--- src/rtl/fifo_rd_stream_adapter_if.sv ---
// fifo_rd_stream_adapter_if -- FIFO read side plus valid/ready stream bundle for the read adapter.
// Rev 1.0
`default_nettype none

interface fifo_rd_stream_adapter_if #(
   parameter int DATA_WIDTH = 8,
   parameter int BUF_DEPTH  = 8
);
   localparam int c_CNT_W = $clog2(BUF_DEPTH) + 1;

   logic                  enable;
   logic                  fifo_empty;
   logic                  fifo_pop;
   logic                  fifo_read_en;
   logic [DATA_WIDTH-1:0] fifo_data_out;
   logic                  m_valid;
   logic                  m_ready;
   logic [DATA_WIDTH-1:0] m_data;
   logic [c_CNT_W-1:0]    m_count;
   logic                  err;

   modport master (
      input  enable, fifo_empty, fifo_read_en, fifo_data_out, m_ready,
      output fifo_pop, m_valid, m_data, m_count, err
   );

   modport slave (
      output enable, fifo_empty, fifo_read_en, fifo_data_out, m_ready,
      input  fifo_pop, m_valid, m_data, m_count, err
   );
endinterface

`default_nettype wire

--- src/rtl/fifo_rd_stream_adapter.sv ---
// fifo_rd_stream_adapter -- pops a fixed-latency FIFO and replays returned beats on a valid/ready stream.
// Rev 1.0
`default_nettype none

module fifo_rd_stream_adapter #(
   parameter int DATA_WIDTH   = 8,
   parameter int READ_LATENCY = 4,
   parameter int BUF_DEPTH    = 8
) (
   input wire logic                 clk_i,
   input wire logic                 rst_ni,
   fifo_rd_stream_adapter_if.master bus
);
   localparam int                   c_PTR_W   = $clog2(BUF_DEPTH);
   localparam int                   c_CNT_W   = c_PTR_W + 1;
   localparam logic [c_CNT_W:0]     c_DEPTH   = (c_CNT_W + 1)'(BUF_DEPTH);
   localparam logic [c_CNT_W-1:0]   c_CNT_ONE = c_CNT_W'(1);
   localparam logic [c_PTR_W-1:0]   c_PTR_ONE = c_PTR_W'(1);

   if (BUF_DEPTH < 2 || (BUF_DEPTH & (BUF_DEPTH - 1)) != 0) begin : g_depth_check
      $error("fifo_rd_stream_adapter: BUF_DEPTH must be a power of two >= 2");
   end
   if (BUF_DEPTH < READ_LATENCY + 1) begin : g_rate_check
      $warning("fifo_rd_stream_adapter: BUF_DEPTH < READ_LATENCY+1, stream cannot run at full rate");
   end

   logic [c_CNT_W-1:0]    outstanding_q, outstanding_d;
   logic [c_CNT_W-1:0]    occupancy_q, occupancy_d;
   logic [c_PTR_W-1:0]    wr_ptr_q, wr_ptr_d;
   logic [c_PTR_W-1:0]    rd_ptr_q, rd_ptr_d;
   logic                  err_q, err_d;
   logic [DATA_WIDTH-1:0] buf_q [BUF_DEPTH];

   logic [c_CNT_W:0]      in_use;
   logic                  pop;
   logic                  stray;
   logic                  capture;
   logic                  valid;
   logic                  xfer;

   // A pop is only issued when a slot is already reserved for its returning beat.
   always_comb begin
      in_use  = {1'b0, outstanding_q} + {1'b0, occupancy_q};
      pop     = rst_ni && bus.enable && !bus.fifo_empty && (in_use < c_DEPTH);
      stray   = bus.fifo_read_en && (outstanding_q == '0);
      capture = bus.fifo_read_en && !stray;
      valid   = (occupancy_q != '0);
      xfer    = valid && bus.m_ready;
   end

   always_comb begin
      outstanding_d = outstanding_q;
      if (pop && !capture) begin
         outstanding_d = outstanding_q + c_CNT_ONE;
      end else if (!pop && capture) begin
         outstanding_d = outstanding_q - c_CNT_ONE;
      end

      occupancy_d = occupancy_q;
      if (capture && !xfer) begin
         occupancy_d = occupancy_q + c_CNT_ONE;
      end else if (!capture && xfer) begin
         occupancy_d = occupancy_q - c_CNT_ONE;
      end

      wr_ptr_d = capture ? (wr_ptr_q + c_PTR_ONE) : wr_ptr_q;
      rd_ptr_d = xfer    ? (rd_ptr_q + c_PTR_ONE) : rd_ptr_q;
      err_d    = err_q | stray;
   end

   always_ff @(posedge clk_i or negedge rst_ni) begin
      if (!rst_ni) begin
         outstanding_q <= '0;
         occupancy_q   <= '0;
         wr_ptr_q      <= '0;
         rd_ptr_q      <= '0;
         err_q         <= 1'b0;
      end else begin
         outstanding_q <= outstanding_d;
         occupancy_q   <= occupancy_d;
         wr_ptr_q      <= wr_ptr_d;
         rd_ptr_q      <= rd_ptr_d;
         err_q         <= err_d;
      end
   end

   // Storage needs no reset: an entry is only visible once occupancy covers it.
   always_ff @(posedge clk_i) begin
      if (capture) begin
         buf_q[wr_ptr_q] <= bus.fifo_data_out;
      end
   end

   assign bus.fifo_pop = pop;
   assign bus.m_valid  = valid;
   assign bus.m_data   = valid ? buf_q[rd_ptr_q] : '0;
   assign bus.m_count  = occupancy_q;
   assign bus.err      = err_q;

endmodule

`default_nettype wire
--- src/flat_wrapper.sv ---
// flat-port wrapper written by rule: the top's interface ports become plain ports
module fifo_rd_stream_adapter_flat 
#(
   parameter int DATA_WIDTH   = 8,
   parameter int READ_LATENCY = 4,
   parameter int BUF_DEPTH    = 8
)
  (clk_i, rst_ni, bus_enable, bus_fifo_empty, bus_fifo_read_en, bus_fifo_data_out, bus_m_ready, bus_fifo_pop, bus_m_valid, bus_m_data, bus_m_count, bus_err);
  fifo_rd_stream_adapter_if #(.DATA_WIDTH(DATA_WIDTH), .BUF_DEPTH(BUF_DEPTH)) bus_i ();
  input wire logic clk_i;
  input wire logic rst_ni;
  input wire logic [$bits(bus_i.enable)-1:0] bus_enable;
  input wire logic [$bits(bus_i.fifo_empty)-1:0] bus_fifo_empty;
  input wire logic [$bits(bus_i.fifo_read_en)-1:0] bus_fifo_read_en;
  input wire logic [$bits(bus_i.fifo_data_out)-1:0] bus_fifo_data_out;
  input wire logic [$bits(bus_i.m_ready)-1:0] bus_m_ready;
  output wire logic [$bits(bus_i.fifo_pop)-1:0] bus_fifo_pop;
  output wire logic [$bits(bus_i.m_valid)-1:0] bus_m_valid;
  output wire logic [$bits(bus_i.m_data)-1:0] bus_m_data;
  output wire logic [$bits(bus_i.m_count)-1:0] bus_m_count;
  output wire logic [$bits(bus_i.err)-1:0] bus_err;
  assign bus_i.enable = bus_enable;
  assign bus_i.fifo_empty = bus_fifo_empty;
  assign bus_i.fifo_read_en = bus_fifo_read_en;
  assign bus_i.fifo_data_out = bus_fifo_data_out;
  assign bus_i.m_ready = bus_m_ready;
  assign bus_fifo_pop = bus_i.fifo_pop;
  assign bus_m_valid = bus_i.m_valid;
  assign bus_m_data = bus_i.m_data;
  assign bus_m_count = bus_i.m_count;
  assign bus_err = bus_i.err;
  fifo_rd_stream_adapter #(.DATA_WIDTH(DATA_WIDTH), .READ_LATENCY(READ_LATENCY), .BUF_DEPTH(BUF_DEPTH)) u_core (.clk_i(clk_i), .rst_ni(rst_ni), .bus(bus_i));
endmodule
--- config.mk ---
export PLATFORM = sky130hd
export DESIGN_NAME = fifo_rd_stream_adapter_flat
export DESIGN_NICKNAME = d
export VERILOG_FILES = /design/src/rtl/fifo_rd_stream_adapter_if.sv /design/src/rtl/fifo_rd_stream_adapter.sv /design/src/flat_wrapper.sv
export SDC_FILE = /design/constraint.sdc
export NUM_CORES = 1
export LEC_CHECK = 0
export ABC_AREA = 0
export BUFFER_PORTS_ARGS = -buffer_cell sky130_fd_sc_hd__buf_4
export CORE_MARGIN = 3
export CORE_UTILIZATION = 45
export CTS_CLUSTER_DIAMETER = 120
export DETAILED_ROUTE_END_ITERATION = 12
export PLACE_DENSITY = 0.62
export SYNTH_ARGS = -nofsm -noshare
export SYNTH_HDL_FRONTEND = slang
export SYNTH_SLANG_ARGS = --single-unit
export TNS_END_PERCENT = 1
--- constraint.sdc ---
create_clock -name clk_i -period 2.6 [get_ports clk_i]
set_input_delay 0.52 -clock clk_i [delete_from_list [all_inputs] [get_ports clk_i]]
set_output_delay 0.52 -clock clk_i [all_outputs]
set_load 0.03 [all_outputs]
==> results.md, run 1 <==
* HP Class: input pin to async pin
* Total CTS buffers at 9
* Fmax at 0.388 GHz
* First drt pass iteration count at 4
* Grt ovf at 0
* Fin area at 0.00425 mm²
* Synthesized area at 0.00343 mm²
* Clock Tree Root: clkbuf_8
* Met2 usage at 0.241
* Slew margin rel. at 0.508
* Final Cycle Share at 0.992
* Fin crit period at 2580 ps
* Placed Area at 0.00396 mm²
* Port Buffers at 28
* Yosys top cell by area: edfxtp_1
* CP Launch Type: flip-flop
* WHS at 124 ps
* Post-CTS Hold Buffers at 0
* Initial antenna violation count at 0
* R2r endpoint: u_core.bus.m_count[3]
* Mean area per synthesized cell at 17.3 µm²
* Die area at 0.00871 mm²
* Rows at 31
* DR iter-0 viols at 99
* Cell Pwr Density at 1250 mW/mm²
* Worst-path clk slew at 80 ps
* Net Count, Synth at 225
* Initial Utilization at 0.468
* Via count at 1904
* HPWL Detailed at 4300 µm
* First-pass GRT wire length at 10200 µm
* CTS H-tree depth at 3
* Synth area leaders: edfxtp_1 (56%), dfrtp_1 (11%), mux4_2 (10%)
* Clock Sinks at 79
* CP Class: flip-flop to primary output
* Largest net degree at the start of global routing at 19
* DRC Markers at 0
* Routed WL at 6280 µm
* Gr busiest metal: met2
* R2r setup slk at 70 ps
* Clock buffer depth at 2
* Most common cell in the netlist: edfxtp_1
* Post-synth top cells: edfxtp_1 (64), mux4_2 (16), dfrtp_1 (15), ha_1 (11), nand2_1 (11)
* Met3 Usage GRT at 0.0451
* Area grow syn2layout at 23.7%
* Synth Warn # at 0
* Worst Path Arrival at 2060 ps
* Seq/Total Area, Yosys at 0.669
* Layout cells sized above 1 at 0.412
* Asr flop ratio synth at 0.190
* Worst-Margin Slew at 733 ps
* RSZ-0062 raised after global routing: yes
* Fin nets at 279
* Per-cell routed wire length at 17.6 µm
* Post-synth cell types at 33
* DIE HEIGHT at 93.3 µm
* Max IR drop VDD at 0.618 mV
* Die W at 93.3 µm
* Power Total at 5.30 mW
* Pins Over Slew Limit at 0
* Antenna diode count at 0
* Vias/cell at 5.35
* Vias in the first global route at 1942
* CORE AREA at 0.00733 mm²
* Crit. End Element: primary output
* Synth top area share at 0.560
* CTS tree: done
* IO Count at 29
* Worst r2r path cells at 9
* Synth Register Bits at 79
* Synth Flop Type: edfxtp_1
* GRT Overall Usage at 0.160
* Status: complete, no violations
* Post-synth EDFFs at 64
* Reg2reg start: u_core.bus.m_count[2]
* Endpoints failing setup at 0
* Final Hold Fails at 0
* Gate Count Post-Synth at 198
* Met1 GRT Util at 0.222
* Post-route ant nets at 0
* Maximum Capacitance Violations at 0
* Pleak at 1.53 nW
* Post-Route Skew at 6.81 ps
* Gp weighted congestion at 0.802
* Clk Latency, worst-skew pair at 350 ps
* CP Data Required Time at 2080 ps
* CP max FO at 8
## kinds of logic after synthesis
kind of cell | Yosys count | share of synthesized area
fa+ha+maj | 13 | 0.0517
simple gates | 41 | 0.0623
compound gates | 24 | 0.0554
flops | 79 | 0.669
xor+xnor | 8 | 0.0204
buf+inv | 12 | 0.0204
mux | 21 | 0.121
## placed cells by master (no fill, tap or decap), drive strengths merged
cell type,synthesis,final
ha,11,11
a21o,1,1
nor3,4,4
nor2b,1,1
a2111o,2,2
edfxtp,64,64
and2,1,1
inv,3,4
nand2,11,11
bufinv,0,2
a21oi,5,5
xnor2,8,8
clkbuf,3,10
nor2,6,6
a31o,1,1
o21ai,2,2
buf,6,52
o211ai,4,4
nand3b,2,2
mux2,3,3
nand3,6,6
dfrtp,15,15
fa,2,2
or3,2,2
nand2b,3,3
mux4,16,16
or4,3,3
o41ai,1,1
mux2i,2,2
a22o,8,8
nor4,2,2
clkinv,0,3
## per-layer routing
metal | vias to the layer above | wire length [µm]
met5 | - | 0
met4 | 0 | 87
met3 | 9 | 275
met2 | 30 | 3100
met1 | 972 | 2810
li1 | 893 | -
## cell type report
cell class                 count  area [µm²]
clock inverter                 6        93.8
clock buffer                  10         128
fill                         563        3080
inverter                       3        13.8
tap                           99         124
multi-input combinational    107        1160
sequential                    79        2300
timing repair buffer          52         425
## sequential cells by signal, summed over array words and instances, names as in the netlist
name and flops:
u_core.outstanding_q 4, u_core.bus.m_count 4, u_core.rd_ptr_q 3, u_core.bus.err 1
u_core.wr_ptr_q 3, u_core.buf_q 64
## through the flow
| step | setup TNS (ps) | utilization | setup WS, ps | std cells |
|---|---|---|---|---|
| 2_1_floorplan | -136 | - | -91.7 | 198 |
| 3_3_place_gp | 0 | 0.540 | 68.3 | 338 |
| 3_5_place_dp | 0 | 0.540 | 24.2 | 338 |
| 4_1_cts | 0 | 0.571 | 6.99 | 354 |
| 5_1_grt | -119 | 0.579 | -44.9 | 356 |
| 6_report | 0 | 0.579 | 21.3 | 356 |
## timing repair
| action | 4_1_cts | 5_1_grt |
|---|---|---|
| endpoints found under the setup margin | 8 | 7 |
| gates resized for setup | 3 | 10 |
| setup buffers | 0 | 2 |
| pin swaps | 0 | 7 |
## worst max path at each step
stage | startpoint | endpoint | slack (ps)
2_1_floorplan | u_core.bus.m_count[3] | u_core.outstanding_q[3] | -90
3_5_place_dp | u_core.bus.m_count[3] | u_core.outstanding_q[3] | 20
6_report | u_core.bus.m_count[2] | bus_m_data[4] | 20
3_3_place_gp | u_core.bus.m_count[3] | u_core.outstanding_q[3] | 70
4_1_cts | u_core.bus.m_count[3] | u_core.outstanding_q[3] | 7
5_1_grt | u_core.bus.m_count[2] | bus_m_data[4] | -40
## worst max-delay path, cell delays in order (launching register included)
cell	delay [ps]
dfrtp_2	420
buf_6	130
or4_4	510
and2_4	240
a22o_1	270
buf_6	140
## where the power goes
group	total, mW	switching [mW]	internal [mW]
Clock	1.00	0.454	0.549
Combinational	2.43	1.23	1.20
Sequential	1.87	0.212	1.66
Total	5.30	1.89	3.41
No activity file was read; power rests on OpenSTA's default activity.
==> inputs of run 2 (changes only) <==
- REMOVE_ABC_BUFFERS: default -> 1
==> results.md, run 2 (same netlist as run 1, synthesis figures left out) <==
* Port Buffers at 28 (unchanged)
* Area grow syn2layout at 22.1%
* Most frequent cells in the layout: edfxtp_1 (64), buf_4 (44), mux4_2 (16)
* Slowest CP cell: or4_4
* DIE HEIGHT at 93.3 µm (unchanged)
* WP buf/inv at 1 (-1)
* WHS at 115 ps (-9.81 ps)
* Leading cell type in the layout, fill and taps excluded: edfxtp_1
* RSZ-0062 raised after global routing: yes
* Fmax at 0.384 GHz (-1.0%)
* Gp weighted congestion at 0.781 (-2.6%)
* Initial antenna violation count at 0 (unchanged)
* Maximum Capacitance Violations at 0 (unchanged)
* IO Count at 29 (unchanged)
* Fin nets at 278 (-0.36%)
* Layout cells sized above 1 at 0.406 (-0.00620)
* Vias in the first global route at 1925 (-0.88%)
* Largest stage delay on the critical path at 510 ps (about the same)
* Status: finished with violations
* Worst r2r path cells at 10 (+1)
* Failing checks: negative setup slack
* CP Data Required Time at 2820 ps (+740 ps)
* Die area at 0.00871 mm² (unchanged)
* DR iter-0 viols at 78 (-21%)
* Setup ws final at -5.61 ps (-26.9 ps)
* Worst path most repeated cell: o211ai_1
* First drt pass iteration count at 4 (unchanged)
* Max reg flops at 64 (unchanged)
* Clock Sinks at 79 (unchanged)
* DRC Markers at 0 (unchanged)
* CTS H-tree depth at 3 (unchanged)
* HP Class: input pin to async pin
* Max IR drop VDD at 0.644 mV (+4.2%)
* Crit path cell chain: ha_1 -> nor4_2 -> nand3_1 -> a21oi_2 -> ha_2 -> inv_2 -> ha_4 -> or4_4 -> o211ai_1 -> o211ai_1
* CP Launch Type: flip-flop
* Clock Tree Root: clkbuf_8
* Routed WL at 6480 µm (+3.2%)
* Final Cycle Share at 1.00 (+0.0104)
* Cell Pwr Density at 1240 mW/mm² (-0.63%)
* CORE AREA at 0.00733 mm² (unchanged)
* Antenna diode count at 0 (unchanged)
* HPWL Detailed at 4160 µm (-3.3%)
* Total CTS buffers at 9 (unchanged)
* Worst Path Arrival at 2820 ps (+760 ps)
* Post-CTS Hold Buffers at 0 (unchanged)
* CP max FO at 2 (-6)
* Crit. End Element: flip-flop
* Rows at 31 (unchanged)
* Reg with most FFs: u_core.buf_q
* Clk Latency, worst-skew pair at 340 ps (about the same)
* Via count at 1890 (-0.74%)
* Fin crit period at 2610 ps (+26.9 ps)
* GRT Overall Usage at 0.162 (+0.00126)
* Inst Count DP at 339 (+0.30%)
* CTS tree: done
* Final Instance Count excl. Fillers at 355 (-0.28%)
* Endpoints failing setup at 1 (+1)
* Slew margin rel. at 0.394 (-0.114)
* Worst path depth at 10 (+5)
* Clock buffer depth at 2 (unchanged)
* Initial Utilization at 0.468 (unchanged)
* Die W at 93.3 µm (unchanged)
* First-pass GRT wire length at 10300 µm (+1.0%)
* Post-Route Skew at 8.57 ps (+1.75 ps)
* Post-route ant nets at 0 (unchanged)
* Vias/cell at 5.32 (-0.46%)
* Grt ovf at 0 (unchanged)
* Pins Over Slew Limit at 0 (unchanged)
* CP top delay family: simple AND/OR/NAND/NOR gates
* Final Hold Fails at 0 (unchanged)
* Pleak at 1.50 nW (-1.6%)
* Per-cell routed wire length at 18.2 µm (+3.5%)
* CP Class: flip-flop to flip-flop
* Worst-Margin Slew at 906 ps (+173 ps)
* Worst-path clk slew at 80 ps (about the same)
* Largest net degree at the start of global routing at 19 (unchanged)
## run 2: repair_timing
item	CTS	global route
hold endpoints to repair	0	0
setup buffers	0	1
gates cloned	0	0
endpoints found under the setup margin	9	7
gates resized for setup	8	14
pin swaps	1	9
## run 2: power breakdown
group	switching [mW]	internal, mW	total (mW)
Clock	0.450	0.445	0.895
Sequential	0.203	1.65	1.85
Combinational	1.24	1.21	2.45
Total	1.89	3.31	5.20
## run 2: per-layer routing
metal	GRT usage	routed length [µm]	part of all wire	vias to the layer above
met5	0	0	0	-
met4	0.0440	51	0.0079	0
met3	0.0410	286	0.044	6
met2	0.257	3280	0.51	45
met1	0.222	2860	0.44	943
li1	-	-	-	896
## run 2: area by class of cell
| cell class | count | area (µm²) |
|---|---|---|
| fill | 571 | 3140 |
| sequential | 79 | 2300 |
| multi-input combinational | 107 | 1140 |
| timing repair buffer | 51 | 418 |
| clock buffer | 9 | 124 |
| tap | 99 | 124 |
| clock inverter | 7 | 71.3 |
| inverter | 3 | 11.3 |
## run 2: path summary, 6_finish.rpt
path | start | endpoint | slack [ps]
worst max-delay path | u_core.outstanding_q[3] | u_core.outstanding_q[3] | -6
worst min-delay path | rst_ni | u_core.outstanding_q[2] | 110
worst max register to register | u_core.outstanding_q[3] | u_core.outstanding_q[3] | -6
worst min register to register | u_core.bus.err | u_core.bus.err | 470
max in group asynchronous | rst_ni | u_core.rd_ptr_q[1] | 2280
min in group clk_i | bus_fifo_read_en | u_core.bus.err | 410
## run 2: stage by stage
stage | TNS [ps] | setup slack [ps] | util | area, µm² | power, mW
after floorplan | -1440 | -681 | - | 3370 | 3.32
after global placement | 0 | 97.8 | 0.531 | 3890 | 4.13
after detailed placement | 0 | 6.65 | 0.531 | 3890 | 4.17
after CTS | 0 | 26.4 | 0.561 | 4110 | 5.13
after global routing | -133 | -95.4 | 0.572 | 4190 | 5.54
final | -5.61 | -5.61 | 0.572 | 4190 | 5.20
==> inputs of run 3 (changes only) <==
- PLACE_DENSITY: 0.62 -> 0.65
==> results.md, run 3 (same netlist as run 1, synthesis figures left out) <==
* Largest net degree at the start of global routing at 19 (unchanged)
* Worst Path Arrival at 2030 ps (-790 ps)
* Maximum Capacitance Violations at 0 (unchanged)
* Vias/cell at 5.33 (+0.11%)
* Vias in the first global route at 1939 (+0.73%)
* Slew margin rel. at 0.365 (-0.0295)
* Per-cell routed wire length at 18.2 µm (-0.11%)
* Grt ovf at 0 (unchanged)
* DRC Markers at 0 (unchanged)
* Worst-Margin Slew at 950 ps (+44.1 ps)
* Leading cell type in the layout, fill and taps excluded: edfxtp_1
* Final Instance Count excl. Fillers at 355 (unchanged)
* CORE AREA at 0.00733 mm² (unchanged)
* Largest stage delay on the critical path at 520 ps (about the same)
* Routed WL at 6470 µm (-0.11%)
* Worst-path clk slew at 80 ps (about the same)
* Fin nets at 278 (unchanged)
* Initial antenna violation count at 0 (unchanged)
* Clock Tree Root: clkbuf_8
* Die W at 93.3 µm (unchanged)
* TNS Setup at 0 ps (+5.61 ps)
* CP Launch Type: flip-flop
* RSZ-0062 raised after global routing: yes
* HP Class: input pin to async pin
* Port Buffers at 28 (unchanged)
* Final Hold Fails at 0 (unchanged)
* Max IR drop VDD at 0.627 mV (-2.6%)
* Layout cells sized above 1 at 0.387 (-0.0195)
* Area grow syn2layout at 21.3%
* Crit. End Element: primary output
* Fin crit period at 2550 ps (-51.9 ps)
* Slowest CP cell: or4_4
* Pins Over Slew Limit at 0 (unchanged)
* Initial Utilization at 0.468 (unchanged)
* CP Data Required Time at 2080 ps (-740 ps)
* First drt pass iteration count at 4 (unchanged)
* Fmax at 0.392 GHz (+2.0%)
* Most frequent cells in the layout: edfxtp_1 (64), buf_4 (48), mux4_2 (16)
* Inst Count DP at 340 (+0.29%)
* HPWL Detailed at 4300 µm (+3.4%)
* Fillers at 583 (+2.1%)
* Total CTS buffers at 9 (unchanged)
* Gp weighted congestion at 0.764 (-2.2%)
* Final Cycle Share at 0.982 (-0.0199)
* Endpoints failing setup at 0 (-1)
* First-pass GRT wire length at 10500 µm (+1.7%)
* Clk Latency, worst-skew pair at 350 ps (about the same)
* Rows at 31 (unchanged)
* CTS tree: done
* Fin util at 0.568 (-0.00358)
* IO Count at 29 (unchanged)
* Via count at 1892 (+0.11%)
* Power Total at 5.20 mW (about the same)
* Cell Pwr Density at 1250 mW/mm² (+0.54%)
* Die area at 0.00871 mm² (unchanged)
* Status: complete, no violations
* Post-route ant nets at 0 (unchanged)
* DIE HEIGHT at 93.3 µm (unchanged)
* CP max FO at 8 (+6)
* Pleak at 1.51 nW (+0.29%)
* DR iter-0 viols at 125 (+60%)
* Worst path most repeated cell: buf_4
* Max reg flops at 64 (unchanged)
* CP Class: flip-flop to primary output
* Reg with most FFs: u_core.buf_q
* Antenna diode count at 0 (unchanged)
* Post-CTS Hold Buffers at 0 (unchanged)
* Clock Sinks at 79 (unchanged)
* Clock buffer depth at 2 (unchanged)
* Post-Route Skew at 8.04 ps (-0.526 ps)
* CTS H-tree depth at 3 (unchanged)
* GRT Overall Usage at 0.166 (+0.00442)
* Crit path cell chain: buf_4 -> or4_4 -> and2_4 -> a22o_1 -> buf_4
[run 3: cell types whose count changed in the layout (fill, tap and decap cells not counted), sizes merged]
cell	before	now
bufinv	1	2
clkbuf	9	10
clkinvlp	2	1
inv	5	4
[run 3: cell type report]
type,instances,area [µm²],share of cell area
tap,99,124,0.0297
clock buffer,10,128,0.0306
sequential,79,2300,0.552
clock inverter,6,93.8,0.0225
timing repair buffer,51,394,0.0946
multi-input combinational,107,1120,0.268
inverter,3,11.3,0.00270
[run 3: where the power goes]
| part | internal [mW] | switching, mW |
|---|---|---|
| clock | 0.548 | 0.453 |
| sequential | 1.65 | 0.190 |
| combinational | 1.14 | 1.21 |
[run 3: through the flow]
stage | hold WS, ps | instance area (µm²) | worst slack, ps
CTS | 108 | 4120 | 14.2
floorplan | 224 | 3370 | -681
finish | 112 | 4170 | 46.2
global route | 119 | 4170 | -66.4
global placement | 449 | 3890 | 91.6
detailed placement | 458 | 3890 | 57.3
[run 3: critical path: cells and delay by family, from the launching register on]
family / cells / cell delay, ps
buffers and inverters: 2 / 330
AO/OA/AOI/OAI: 1 / 220
AND/OR/NAND/NOR: 2 / 750
flip-flops: 1 / 390
[run 3: worst paths after layout]
check	startpoint	slack [ps]	endpoint	cells after the start
setup / recovery	u_core.bus.m_count[3]	50	bus_m_data[4]	5
min in group clk_i	bus_fifo_data_out[4]	400	u_core.buf_q[4][4]	1
max in group asynchronous	rst_ni	2300	u_core.rd_ptr_q[1]	2
hold / removal	rst_ni	110	u_core.bus.err	2
hold reg to reg	u_core.bus.err	470	u_core.bus.err	1
setup reg to reg	u_core.bus.m_count[3]	80	u_core.outstanding_q[3]	10
[run 3: what timing repair did]
| action | CTS | global route |
|---|---|---|
| resized for setup | 6 | 8 |
| pin swaps | 1 | 7 |
| setup buffers | 0 | 0 |
| setup endpoints to repair | 8 | 3 |
[run 3: per-layer routing]
layer / global-route usage / vias to the layer above / part of all wire
met4: 0.0781 / 0 / 0.014
li1: - / 902 / -
met1: 0.222 / 937 / 0.44
met2: 0.263 / 45 / 0.50
met5: 0 / - / 0
met3: 0.0322 / 8 / 0.045
